`config.mk`:
```
export PLATFORM = sky130hd
export DESIGN_NAME = reg_scoreboard
export DESIGN_NICKNAME = d
export VERILOG_FILES = /design/src/rtl/reg_scoreboard.sv
export SDC_FILE = /design/constraint.sdc
export NUM_CORES = 1
export LEC_CHECK = 0
export BUFFER_PORTS_ARGS = -buffer_cell sky130_fd_sc_hd__buf_2
export CORE_UTILIZATION = 40
export CTS_BUF_LIST = sky130_fd_sc_hd__clkbuf_16
export DETAILED_ROUTE_END_ITERATION = 6
export PLACE_DENSITY = 0.66
export SETUP_SLACK_MARGIN = 0.1
export SLEW_MARGIN = 15
export SYNTH_ARGS = -nofsm -noshare
export SYNTH_HDL_FRONTEND = slang
export SYNTH_SLANG_ARGS = --single-unit
```
`constraint.sdc`:
```
create_clock -name clk -period 4.5 [get_ports clk]
set_input_delay 0.9 -clock clk [delete_from_list [all_inputs] [get_ports clk]]
set_output_delay 0.9 -clock clk [all_outputs]
set_load 0.02 [all_outputs]
```
`src/rtl/reg_scoreboard.sv`:
```
// Register scoreboard: per-register pending-write counters that drive Decode stalls
// on RAW collisions and counter saturation, with WB retire and E-stage cancel.
module reg_scoreboard #(
  parameter int NUM_REGS  = 32,
  parameter int ADDR_W    = 5,
  parameter int CNT_W     = 2,
  parameter int ZERO_REG  = 1,
  parameter int BYPASS_WB = 1
) (
  input  logic                clk,
  input  logic                reset,
  input  logic                reg_WE,
  input  logic [1:0]          reg_RD,
  input  logic [ADDR_W-1:0]   rs1,
  input  logic [ADDR_W-1:0]   rs2,
  input  logic [ADDR_W-1:0]   rs3,
  input  logic                reg_WE_WB,
  input  logic [ADDR_W-1:0]   rs3_WB,
  input  logic                cancel,
  input  logic [ADDR_W-1:0]   rs3_cancel,
  output logic                stall_F,
  output logic                stall_D,
  output logic                stall_E,
  output logic                stall_M,
  output logic                stall_WB,
  output logic                flush_F,
  output logic                flush_D,
  output logic                flush_E,
  output logic                flush_M,
  output logic                flush_WB,
  output logic [NUM_REGS-1:0] busy,
  output logic                underflow_err
);

  localparam logic [CNT_W-1:0] CNT_MAX = {CNT_W{1'b1}};
  localparam logic [CNT_W-1:0] CNT_ONE = {{(CNT_W-1){1'b0}}, 1'b1};

  logic [CNT_W-1:0] pend_q [NUM_REGS];
  logic [CNT_W-1:0] pend_d [NUM_REGS];
  logic             uf_q;
  logic             uf_d;
  logic             hit1_s;
  logic             hit2_s;
  logic             collision_s;
  logic             saturate_s;
  logic             stall_raw_s;
  logic             issue_s;

  function automatic logic is_zero(input logic [ADDR_W-1:0] a);
    return (ZERO_REG != 0) && (a == {ADDR_W{1'b0}});
  endfunction

  // A reg is a hazard unless this cycle's WB retire drains its last pending write.
  function automatic logic hit_f(input logic [ADDR_W-1:0] a, input logic [CNT_W-1:0] p,
                                 input logic we_wb, input logic [ADDR_W-1:0] a_wb);
    logic drain;
    drain = (BYPASS_WB != 0) && we_wb && (a_wb == a) && (p == CNT_ONE);
    return (p != {CNT_W{1'b0}}) && !is_zero(a) && !drain;
  endfunction

  // Hazard detection is purely combinational on current state and Decode inputs.
  always_comb begin
    hit1_s      = hit_f(rs1, pend_q[rs1], reg_WE_WB, rs3_WB);
    hit2_s      = hit_f(rs2, pend_q[rs2], reg_WE_WB, rs3_WB);
    collision_s = (reg_RD[0] && hit1_s) || (reg_RD[1] && hit2_s);
    saturate_s  = reg_WE && (pend_q[rs3] == CNT_MAX) && !is_zero(rs3);
    stall_raw_s = collision_s || saturate_s;
    issue_s     = reg_WE && !stall_raw_s && !is_zero(rs3);
  end

  assign stall_F  = stall_raw_s && !reset;
  assign stall_D  = stall_raw_s && !reset;
  assign flush_E  = stall_raw_s && !reset;
  assign stall_E  = 1'b0;
  assign stall_M  = 1'b0;
  assign stall_WB = 1'b0;
  assign flush_F  = 1'b0;
  assign flush_D  = 1'b0;
  assign flush_M  = 1'b0;
  assign flush_WB = 1'b0;

  // Counter update: +issue -retire -cancel, clamped at zero with a sticky error.
  always_comb begin
    logic [CNT_W+1:0] nxt;
    uf_d = uf_q;
    nxt  = {(CNT_W+2){1'b0}};
    for (int i = 0; i < NUM_REGS; i++) begin
      nxt = {2'b00, pend_q[i]}
          + {{(CNT_W+1){1'b0}}, (issue_s && (rs3 == ADDR_W'(i)))}
          - {{(CNT_W+1){1'b0}}, (reg_WE_WB && (rs3_WB == ADDR_W'(i)))}
          - {{(CNT_W+1){1'b0}}, (cancel && (rs3_cancel == ADDR_W'(i)))};
      if (is_zero(ADDR_W'(i))) begin
        pend_d[i] = {CNT_W{1'b0}};
      end else if (nxt[CNT_W+1]) begin
        pend_d[i] = {CNT_W{1'b0}};
        uf_d      = 1'b1;
      end else begin
        pend_d[i] = nxt[CNT_W-1:0];
      end
    end
  end

  // State registers with synchronous reset overriding every event.
  always_ff @(posedge clk) begin
    if (reset) begin
      for (int i = 0; i < NUM_REGS; i++) pend_q[i] <= {CNT_W{1'b0}};
      uf_q <= 1'b0;
    end else begin
      for (int i = 0; i < NUM_REGS; i++) pend_q[i] <= pend_d[i];
      uf_q <= uf_d;
    end
  end

  // busy shows the registered counters, forced low while reset is asserted.
  always_comb begin
    for (int i = 0; i < NUM_REGS; i++) busy[i] = !reset && (pend_q[i] != {CNT_W{1'b0}});
  end

  assign underflow_err = uf_q;

endmodule
```
==> impl_metrics.ini <==
[routing]
routed-via-count = 6828
ant_nets = 0
detail_route.first_pass.iterations = 5
routed_wirelength_um = 24800
drtIter0Drc = 694
drc = 0
wl_per_cell_um = 20.1
viasPerCell = 5.55

[worst_setup_path]
worstSetupEndpointType = flip-flop
crit_path_max_fanout = 6
crit_type = input port to flip-flop
timing.critical_path.from_type = input port
arrival_ns = 4.75
worst_ep_required_time_ns = 4.69
r2r_slack_ns = 0.33

[placed_design]
gp_congestion = 0.966
dp.cells = 1205
postPlaceCellArea_mm2 = 0.00854
buffer_ports.inserted = 66
dp.final_hpwl_um = 19900

[logic_synthesis]
ys_ff_latch = 63
ys_warn_count = 0
avgSynthCellArea_um2 = 8.45
syn-instance-count = 859
post-synth-top-area-cell = sky130_fd_sc_hd__dfxtp_1
ys.flop_type = sky130_fd_sc_hd__dfxtp_1
syn_area_mm2 = 0.00725
yosys.cell_count.top_type = sky130_fd_sc_hd__inv_1
synth_top_area_share_pct = 17.4
asyncSetResetFlopFracSynth_pct = 0
synth_area_leaders = sky130_fd_sc_hd__dfxtp_1, sky130_fd_sc_hd__ha_1, sky130_fd_sc_hd__mux4_2
synth-edff-count = 0
synth_seq_area_share_pct = 17.4
yosys.cell_types.count = 57
synth_top_cells_by_count = sky130_fd_sc_hd__inv_1, sky130_fd_sc_hd__ha_1, sky130_fd_sc_hd__nor2_1

[finish]
fillCellCount = 1562
layout-drive-gt1-share_pct = 31.2
antenna_cells_inserted = 0
final_cells = 1231
num-nets-final = 1157
flow.area_growth_from_synthesis_pct = 29.1
design_area_mm2 = 0.00937
layout.core_utilization_pct = 53.6

[floorplan]
fp.dieH_um = 137
ios = 75
die_width_um = 137
number_of_rows_created_at_floorplan = 48
start_util_pct = 41.5
core-area_mm2 = 0.0175
dieArea_mm2 = 0.0187

[global_routing]
grt_remaining_overflow = 0
grt_first_pass_wirelength_um = 37800
grt_antenna_before_repair = 0
vias_in_the_first_global_route = 6747
pin_count_of_the_biggest_net_entering_global_routing = 31
gr-usage-all-layers_pct = 27.8

[timing]
timing_hold_violations_final = 0
rsz_0062_raised_after_global_routing = yes
setup_violations = 1
max_clk_rate_ghz = 0.219
finalCriticalPeriod_ns = 4.56
skew_ns = 0.00760
relSlewSlack_pct = 56.4
totalNegativeSetupSlack_ns = -0.0617
slew_viol_final = 0
final_critical_path_setup_slack_ns = -0.0617
tightest_slew_ns = 0.654
min_period_over_period_pct = 101

[min_path]
timing.hold.worst.class = flip-flop to flip-flop

[clocking]
clock_sink_count = 63
clock-root-buffer = sky130_fd_sc_hd__clkbuf_16
clock_path_buffers = 2
htree_levels = 3
clock_latency_ns = 0.34
clkTransAtPathRegs_ns = 0.05
cts_hold_fix_bufs = 0
tritoncts = done
cts-buffers-inserted = 9

[power_and_ir_drop]
static-leakage-power_nw = 4.58
power_mw = 1.75
max-vdd-ir-drop_mv = 0.200
pwr_density_cell_mw_per_mm2 = 187

[run_status]
failed_checks = negative setup slack
outcome = complete, but fails checks

[job]
cap_violations = 0
## cells in the final DEF, fill, tap and decap left out, types with 4 or more instances in the layout
master | netlist | routed
sky130_fd_sc_hd__a21oi_1 | 24 | 24
sky130_fd_sc_hd__a22o_1 | 7 | 7
sky130_fd_sc_hd__and2_1 | 68 | 69
sky130_fd_sc_hd__buf_12 | 0 | 7
sky130_fd_sc_hd__buf_2 | 10 | 59
sky130_fd_sc_hd__buf_4 | 10 | 105
sky130_fd_sc_hd__buf_6 | 2 | 11
sky130_fd_sc_hd__clkbuf_16 | 0 | 9
sky130_fd_sc_hd__conb_1 | 1 | 8
sky130_fd_sc_hd__dfxtp_1 | 63 | 63
sky130_fd_sc_hd__fa_1 | 31 | 20
sky130_fd_sc_hd__fa_2 | 0 | 11
sky130_fd_sc_hd__ha_1 | 93 | 84
sky130_fd_sc_hd__ha_4 | 0 | 6
sky130_fd_sc_hd__inv_1 | 121 | 115
sky130_fd_sc_hd__inv_2 | 0 | 9
sky130_fd_sc_hd__mux2_2 | 4 | 4
sky130_fd_sc_hd__mux2i_1 | 31 | 27
sky130_fd_sc_hd__mux2i_2 | 0 | 4
sky130_fd_sc_hd__mux4_2 | 36 | 36
sky130_fd_sc_hd__nand2_1 | 84 | 84
sky130_fd_sc_hd__nand2b_1 | 13 | 12
sky130_fd_sc_hd__nand3_1 | 7 | 7
sky130_fd_sc_hd__nor2_1 | 90 | 89
sky130_fd_sc_hd__nor2b_1 | 19 | 12
sky130_fd_sc_hd__nor2b_2 | 0 | 6
sky130_fd_sc_hd__nor3_1 | 11 | 8
sky130_fd_sc_hd__nor4_1 | 28 | 12
sky130_fd_sc_hd__nor4_2 | 0 | 6
sky130_fd_sc_hd__nor4_4 | 0 | 10
sky130_fd_sc_hd__o2111ai_1 | 6 | 5
sky130_fd_sc_hd__o211ai_1 | 4 | 4
sky130_fd_sc_hd__xnor2_1 | 6 | 6
sky130_fd_sc_hd__xor2_1 | 4 | 4
## state kept, by name, summed over array words and instances (netlist names)
| register | cells |
|---|---|
| pend_q | 62 |
| underflow_err | 1 |
## layout make-up
type | count | area (um2) | share of cell area (%)
clock inverters | 7 | 33.8 | 0.361
inverters | 121 | 454 | 4.85
multi-input cells | 624 | 5760 | 61.5
repair buffers | 182 | 1350 | 14.4
flip-flops and latches | 63 | 1260 | 13.5
clock buffers | 9 | 225 | 2.40
well taps | 225 | 282 | 3.01
## path summary, 6_finish.rpt
path                               startpoint             to  cells after the start
worst max-delay path                   rs1[0]  underflow_err                     19
worst max register to register  pend_q[11][0]  underflow_err                     16
worst min-delay path             pend_q[8][0]   pend_q[8][0]                      2
worst min register to register   pend_q[8][0]   pend_q[8][0]                      2
## report_power, final
group          switching (mW)  internal [mW]
Sequential             0.0301          0.578
Clock                   0.277          0.364
Combinational           0.282          0.219
## critical path, cell delays in order
cell and delay [ns]:
sky130_fd_sc_hd__buf_12 0.10, sky130_fd_sc_hd__buf_12 0.12, sky130_fd_sc_hd__mux4_2 0.51, sky130_fd_sc_hd__mux2i_2 0.19
sky130_fd_sc_hd__o22ai_1 0.10, sky130_fd_sc_hd__and2_1 0.14, sky130_fd_sc_hd__o41a_1 0.44, sky130_fd_sc_hd__buf_12 0.16
sky130_fd_sc_hd__buf_12 0.14, sky130_fd_sc_hd__buf_4 0.16, sky130_fd_sc_hd__or3_4 0.38, sky130_fd_sc_hd__fa_2 0.39
sky130_fd_sc_hd__ha_1 0.28, sky130_fd_sc_hd__inv_1 0.06, sky130_fd_sc_hd__ha_2 0.18, sky130_fd_sc_hd__nor2b_4 0.05
sky130_fd_sc_hd__nor4_2 0.18, sky130_fd_sc_hd__buf_4 0.17, sky130_fd_sc_hd__a41oi_1 0.10
## cell families after synthesis
| group | Yosys count | share of synthesized area (%) |
|---|---|---|
| simple gates | 342 | 23.9 |
| buf+inv | 179 | 10.2 |
| fa+ha+maj | 124 | 24.6 |
| mux | 72 | 16.2 |
| compound gates | 68 | 6.50 |
| flops | 63 | 17.4 |
| xor+xnor | 10 | 1.21 |
| other cells | 1 | 0.0517 |
## routing by layer
layer  GRT usage, %  routed length, um
met1           38.5              10600
met2           42.5              10900
met3           5.93               2520
met4           9.69                684
met5              0                  0
## metrics by stage
step / worst slack [ns] / hold WS [ns]
final: -0.0617 / 0.691
after global placement: -0.662 / 0.674
after floorplan: -0.0358 / 0.589
after detailed placement: -0.708 / 0.661
after CTS: -0.108 / 0.683
after global routing: -0.208 / 0.727
## timing repair
action,in CTS,in global routing
resized for setup,44,63
gates cloned,0,0
buffers inserted,9,1
pin swaps,25,29
setup endpoints to repair,7,30
No activity file was read; power rests on OpenSTA's default activity.
